## src/rtl/spi_slave_param.sv

```systemverilog
// spi_slave_param: parametrised SPI slave. spi_clk, spi_cs_n and mosi are
// oversampled on clk_i through SYNC_STAGES flops, and edges are found on the
// synchronised copies. All four CPOL/CPHA modes are supported. The word width
// and bit order are set by parameters.
//
// Ports:
//   clk_i, rst_i          system clock, synchronous active-high reset
//   spi_clk_i, spi_cs_n_i asynchronous SPI clock and chip select (active low)
//   mosi_i / miso_o       master-out / slave-out serial data
//   tx_data_i, tx_valid_i one-word transmit holding register write port
//   tx_ready_o            holding register empty
//   rx_data_o, rx_valid_o last received word, plus a one-cycle update strobe
//   busy_o                frame active (synchronised cs_n low)
//   underrun_o            one-cycle pulse: word loaded with no data in holding
module spi_slave_param #(
    parameter int DATA_WIDTH  = 8,
    parameter int CPOL        = 0,
    parameter int CPHA        = 0,
    parameter int MSB_FIRST   = 1,
    parameter int SYNC_STAGES = 2
) (
    input  logic                  clk_i,
    input  logic                  rst_i,
    input  logic                  spi_clk_i,
    input  logic                  spi_cs_n_i,
    input  logic                  mosi_i,
    output logic                  miso_o,
    input  logic [DATA_WIDTH-1:0] tx_data_i,
    input  logic                  tx_valid_i,
    output logic                  tx_ready_o,
    output logic [DATA_WIDTH-1:0] rx_data_o,
    output logic                  rx_valid_o,
    output logic                  busy_o,
    output logic                  underrun_o
);
    localparam int   CW       = $clog2(DATA_WIDTH + 1);
    localparam logic IDLE_LVL = (CPOL != 0);

    typedef enum logic {IDLE, ACTIVE} state_e;

    // Synchronisers: index 0 is the first stage, SYNC_STAGES-1 is the last.
    logic [SYNC_STAGES-1:0] sclk_sync_q, cs_sync_q, mosi_sync_q;
    logic                   sclk_dly_q, cs_dly_q;

    // The cs_n chain resets to "asserted". This stops a frame that is still
    // active through reset from looking like a new falling edge. The slave
    // only re-arms after cs_n has gone high and then low again.
    always_ff @(posedge clk_i) begin
        if (rst_i) begin
            sclk_sync_q <= {SYNC_STAGES{IDLE_LVL}};
            sclk_dly_q  <= IDLE_LVL;
            cs_sync_q   <= '0;
            cs_dly_q    <= 1'b0;
            mosi_sync_q <= '0;
        end else begin
            sclk_sync_q <= {sclk_sync_q[SYNC_STAGES-2:0], spi_clk_i};
            cs_sync_q   <= {cs_sync_q[SYNC_STAGES-2:0], spi_cs_n_i};
            mosi_sync_q <= {mosi_sync_q[SYNC_STAGES-2:0], mosi_i};
            sclk_dly_q  <= sclk_sync_q[SYNC_STAGES-1];
            cs_dly_q    <= cs_sync_q[SYNC_STAGES-1];
        end
    end

    logic sclk_s, cs_s, mosi_s;
    logic lead_edge, trail_edge, sample_edge, shift_edge, cs_fall, cs_rise;

    assign sclk_s      = sclk_sync_q[SYNC_STAGES-1];
    assign cs_s        = cs_sync_q[SYNC_STAGES-1];
    assign mosi_s      = mosi_sync_q[SYNC_STAGES-1];
    assign lead_edge   = (sclk_s != sclk_dly_q) && (sclk_dly_q == IDLE_LVL);
    assign trail_edge  = (sclk_s != sclk_dly_q) && (sclk_s == IDLE_LVL);
    assign sample_edge = (CPHA != 0) ? trail_edge : lead_edge;
    assign shift_edge  = (CPHA != 0) ? lead_edge : trail_edge;
    assign cs_fall     = cs_dly_q & ~cs_s;
    assign cs_rise     = ~cs_dly_q & cs_s;

    state_e                state_q;
    logic [DATA_WIDTH-1:0] shin_q, shout_q, hold_q, rx_data_q;
    logic [DATA_WIDTH-1:0] shin_d, shout_d;
    logic [CW-1:0]         cnt_q;
    logic                  hold_full_q, load_pend_q, skip_q, rx_valid_q, underrun_q;
    logic                  do_load;

    always_comb begin
        if (MSB_FIRST != 0) begin
            shin_d  = {shin_q[DATA_WIDTH-2:0], mosi_s};
            shout_d = {shout_q[DATA_WIDTH-2:0], 1'b0};
        end else begin
            shin_d  = {mosi_s, shin_q[DATA_WIDTH-1:1]};
            shout_d = {1'b0, shout_q[DATA_WIDTH-1:1]};
        end
        // A word is loaded when a frame starts, and again in the cycle after
        // the last bit of a word, as long as the frame continues.
        do_load = ((state_q == IDLE) && cs_fall) ||
                  ((state_q == ACTIVE) && load_pend_q && !cs_rise);
    end

    always_ff @(posedge clk_i) begin
        if (rst_i) begin
            state_q     <= IDLE;
            shin_q      <= '0;
            shout_q     <= '0;
            hold_q      <= '0;
            hold_full_q <= 1'b0;
            rx_data_q   <= '0;
            rx_valid_q  <= 1'b0;
            underrun_q  <= 1'b0;
            cnt_q       <= '0;
            load_pend_q <= 1'b0;
            skip_q      <= 1'b0;
        end else begin
            rx_valid_q <= 1'b0;
            underrun_q <= 1'b0;

            // A write needs the register empty and a transfer needs it full,
            // so these two updates never happen in the same cycle.
            if (tx_valid_i && !hold_full_q) begin
                hold_q      <= tx_data_i;
                hold_full_q <= 1'b1;
            end

            if (do_load) begin
                if (hold_full_q) begin
                    shout_q     <= hold_q;
                    hold_full_q <= 1'b0;
                end else begin
                    shout_q    <= '0;
                    underrun_q <= 1'b1;
                end
                // The first bit is already on miso after a load. Any shift
                // edge that comes before the next sample edge must be skipped:
                // always mid-frame, and at frame start only when CPHA=1.
                skip_q      <= (state_q == ACTIVE) || (CPHA != 0);
                load_pend_q <= 1'b0;
            end

            case (state_q)
                IDLE: begin
                    if (cs_fall) begin
                        state_q <= ACTIVE;
                        cnt_q   <= '0;
                        shin_q  <= '0;
                    end
                end
                ACTIVE: begin
                    if (cs_rise) begin
                        state_q     <= IDLE;
                        cnt_q       <= '0;
                        load_pend_q <= 1'b0;
                        skip_q      <= 1'b0;
                        shout_q     <= '0;
                    end else begin
                        if (sample_edge) begin
                            shin_q <= shin_d;
                            if (cnt_q == CW'(DATA_WIDTH - 1)) begin
                                cnt_q       <= '0;
                                rx_data_q   <= shin_d;
                                rx_valid_q  <= 1'b1;
                                load_pend_q <= 1'b1;
                            end else begin
                                cnt_q <= cnt_q + CW'(1);
                            end
                        end
                        if (shift_edge) begin
                            if (skip_q) skip_q  <= 1'b0;
                            else        shout_q <= shout_d;
                        end
                    end
                end
                default: state_q <= IDLE;
            endcase
        end
    end

    assign busy_o     = (state_q == ACTIVE);
    assign miso_o     = busy_o & ((MSB_FIRST != 0) ? shout_q[DATA_WIDTH-1] : shout_q[0]);
    assign tx_ready_o = ~hold_full_q;
    assign rx_data_o  = rx_data_q;
    assign rx_valid_o = rx_valid_q;
    assign underrun_o = underrun_q;

endmodule

```

## config.mk

```make
export PLATFORM = sky130hd
export DESIGN_NAME = spi_slave_param
export DESIGN_NICKNAME = d
export VERILOG_FILES = /design/src/rtl/spi_slave_param.sv
export SDC_FILE = /design/constraint.sdc
export NUM_CORES = 1
export LEC_CHECK = 0
export BUFFER_PORTS_ARGS = -buffer_cell sky130_fd_sc_hd__buf_4
export CORE_AREA = 3 3 64 66
export DETAILED_ROUTE_END_ITERATION = 10
export DIE_AREA = 0 0 67 69
export PLACE_DENSITY = 0.77
export SYNTH_ARGS = -nofsm -noshare
export SYNTH_HDL_FRONTEND = slang
export SYNTH_SLANG_ARGS = --single-unit
```

## constraint.sdc

```tcl
create_clock -name clk_i -period 1.6 [get_ports clk_i]
set_input_delay 0.08 -clock clk_i [delete_from_list [all_inputs] [get_ports clk_i]]
set_output_delay 0.08 -clock clk_i [all_outputs]
set_load 0.1 [all_outputs]
```

==> summary.md <==
| Metric | Value |
|---|---|
| Status | finished, final reports clean |
| IO Port Bufs | 26 |
| Remaining antenna violation count | 0 |
| Flop2flop setup slack | 110 ps |
| Setup TNS | 0 ps |
| Fmax | 670 MHz |
| Overflow after GRT | 0 |
| Final Power | 2.16 mW |
| Util after Layout | 64.5% |
| Cell Chain, Critical Path | ha_1 > and3b_1 > nand4_1 > buf_12 > mux2i_1 > nor2_1 |
| Fraction of final layout cells sized beyond drive strength 1 | 21.0% |
| Crit end category | flop |
| Synth cell count leaders | dfxtp_1, nand2_1, a21oi_1, mux2i_1 |
| Max-cap violations | 0 |
| Synth Net Count | 220 |
| Total Routing Usage GR | 17.2% |
| Tightest Hold Check Type | input port to flop |
| Final period utilization | 93.3% |
| YS warnings | 0 |
| Setup CP Type | flop to flop |
| Core area | 3630 um2 |
| Cell count after synthesis | 205 |
| Largest area contributor in the netlist | dfxtp_1 |
| Worst skew pair latency | 300 ps |
| Slowest stage cell, crit path | dfxtp_1 |
| Via/cell ratio | 5.32 |
| Final GP Congestion | 0.812 |
| Clk buf depth | 2 |
| First drt pass iteration count | 4 |
| Worst Path Buf+Inv | 1 |
| RSZ-0062 raised after global routing | no |
| Power density cells | 921 nW/um2 |
| Slowest Stage Delay on Critical Path | 370 ps |
| Post-synth EDFFs | 0 |
| R2r startpoint | cnt_q[0] |
| Drt wl/cell | 13.2 um |
| Post-synthesis cell type count | 37 |
| Place WS | 58.4 ps |
| Cells after DPL | 274 |
| Chip height | 69 um |
| Relative slew slack | 70.4% |
| Clock-pin slew on the worst setup and hold paths | 80 ps |
| Asr flop ratio synth | 0% |
| Worst-Margin Slew | 445 ps |
| Post-synthesis sequential area ratio | 50.8% |
| Starting density of the core | 53.1% |
| Post-route design area | 2340 um2 |
| Synth Flop Type | dfxtp_1 |
| P&R area growth vs syn | 21.5% |
| Setup Viol. Count Final | 0 |
| Worst Reg-to-Reg Cells | 6 |
| Top cell type's share of synthesized area | 50.8% |
| Die X | 67 um |
| Min Tclk post-route | 1490 ps |
| Num rows | 22 |
| Total number of vias | 1522 |
| CP Launch Point | cnt_q[0] |
| FF+latch count, synth | 49 |
| CTS tree | built |
| Die area | 4620 um2 |
| Layout Nets | 252 |
| Worst hold start | tx_data_i[0] |
| Initial antenna violation count | 0 |
| Startpoint types | flop |
| Diodes inserted | 0 |
| IO Pins | 27 |
| Most common cell in the netlist | dfxtp_1 |
| Synthesized area per cell | 9.41 um2 |
| Min-Delay Endpoint | hold_q[0] |
| Delay-heaviest family, CP | simple AND/OR/NAND/NOR gates |
| Final Max Slew Viols | 0 |
| Arrival @ worst endpoint | 1670 ps |
| DRC violations left | 0 |
| Clock root cell | clkbuf_8 |
| Num CTS Buffers | 5 |
| Largest net degree at the start of global routing | 44 |
| Area contributors post-synth | dfxtp_1, mux2i_1, a21oi_1 |
| H-tree depth | 2 |
| Number of DRC markers in iteration 0 | 47 |
| Worst R2R End | rx_data_o[6] |
| Non-filler cells, final | 286 |
| Drt total wl | 3.76 mm |
| Lkg Pwr | 0.930 nW |
| First-pass GRT wire length | 6.15 mm |
| Hold WS | 21.6 ps |
| Vias in the first global route | 1396 |
| Placed inst area | 2210 um2 |
| Required time worst endpoint | 1770 ps |
| Hold Fails Final Rpt | 0 |
| Clock sinks | 49 |
| Mapped cell area | 1930 um2 |
| Peak supply drop | 813 uV |
| Fin worst setup slack | 107 ps |
| Hold depth | 3 |
| Layout Skew | 5.38 ps |
| CP max FO | 8 |
| HPWL Detailed | 2.52 mm |
-- worst register-to-register path: stages, from the launching register on --
cell and delay [ps]:
dfxtp_1 370, ha_1 200, and3b_1 210, nand4_1 180
buf_12 200, mux2i_1 150, nor2_1 60
-- worst max path at each step --
stage / end / slack, ps / depth (start not counted)
2_1_floorplan: hold_q[0] / 70 / 4
3_3_place_gp: shout_q[4] / 120 / 4
3_5_place_dp: cnt_q[3] / 60 / 4
4_1_cts: cnt_q[3] / 40 / 4
5_1_grt: rx_data_o[2] / 0.9 / 6
6_report: rx_data_o[6] / 110 / 6
-- where the power goes --
group          leakage, nW  switching (mW)  internal [mW]  total, mW
clock               0.0455           0.380          0.353      0.732
combinational        0.486          0.0975         0.0663      0.164
sequential           0.399          0.0205           1.24       1.26
total                0.930           0.498           1.66       2.16
-- routing by layer --
layer / share of wire, % / wire length, um / global-route usage, %
met1: 45 / 1690 / 21.5
met2: 49 / 1850 / 27.2
met3: 4.4 / 167 / 6.35
met4: 1.4 / 53 / 5.41
met5: 0 / 0 / 0
-- cells by family (layout without fill, tap and decap cells) --
logic type	count (synthesis)	after routing	synth area share [%]
simple gates	86	86	23.8
compound gates	39	39	13.6
buf+inv	15	48	3.37
fa+ha+maj	1	1	0.648
mux	15	15	7.78
flops	49	49	50.8
-- registers in the layout, summed over array words and instances, names as in the netlist --
| signal | cells |
|---|---|
| skip_q | 1 |
| load_pend_q | 1 |
| cs_dly_q | 1 |
| cs_sync_q | 2 |
| hold_full_q | 1 |
| rx_valid_o | 1 |
| shin_q | 7 |
| sclk_sync_q | 2 |
| rx_data_o | 8 |
| shout_q | 8 |
| busy_o | 1 |
| underrun_o | 1 |
| sclk_dly_q | 1 |
| hold_q | 8 |
| cnt_q | 4 |
| mosi_sync_q | 2 |
-- layout make-up --
type / instances / area [um2]
Sequential cell: 49 / 985
Inverter: 2 / 7.51
Fill cell: 332 / 1290
Tap cell: 48 / 60.1
Multi-Input combinational cell: 141 / 897
Clock buffer: 8 / 90.1
Timing Repair Buffer: 38 / 305
-- what timing repair did --
item,4_1_cts,5_1_grt
hold buffers,3,0
resized for setup,0,3
hold endpoints to repair,3,0
buffers inserted,0,1
setup endpoints to repair,0,17
-- cells in the final DEF, fill, tap and decap left out, drive strengths merged, types with 2 or more instances in the layout --
cell and count:
a21oi 21, a311oi 2, a31oi 2, and2 8, buf 35, clkbuf 8, dfxtp 49, dlygate4sd3 3
inv 2, mux2i 15, nand2 28, nand2b 2, nand3 6, nand3b 2, nand4 9, nor2 11
nor2b 11, nor4 2, o21ai 3, o2bb2ai 7
(Power assumes the default switching activity.)
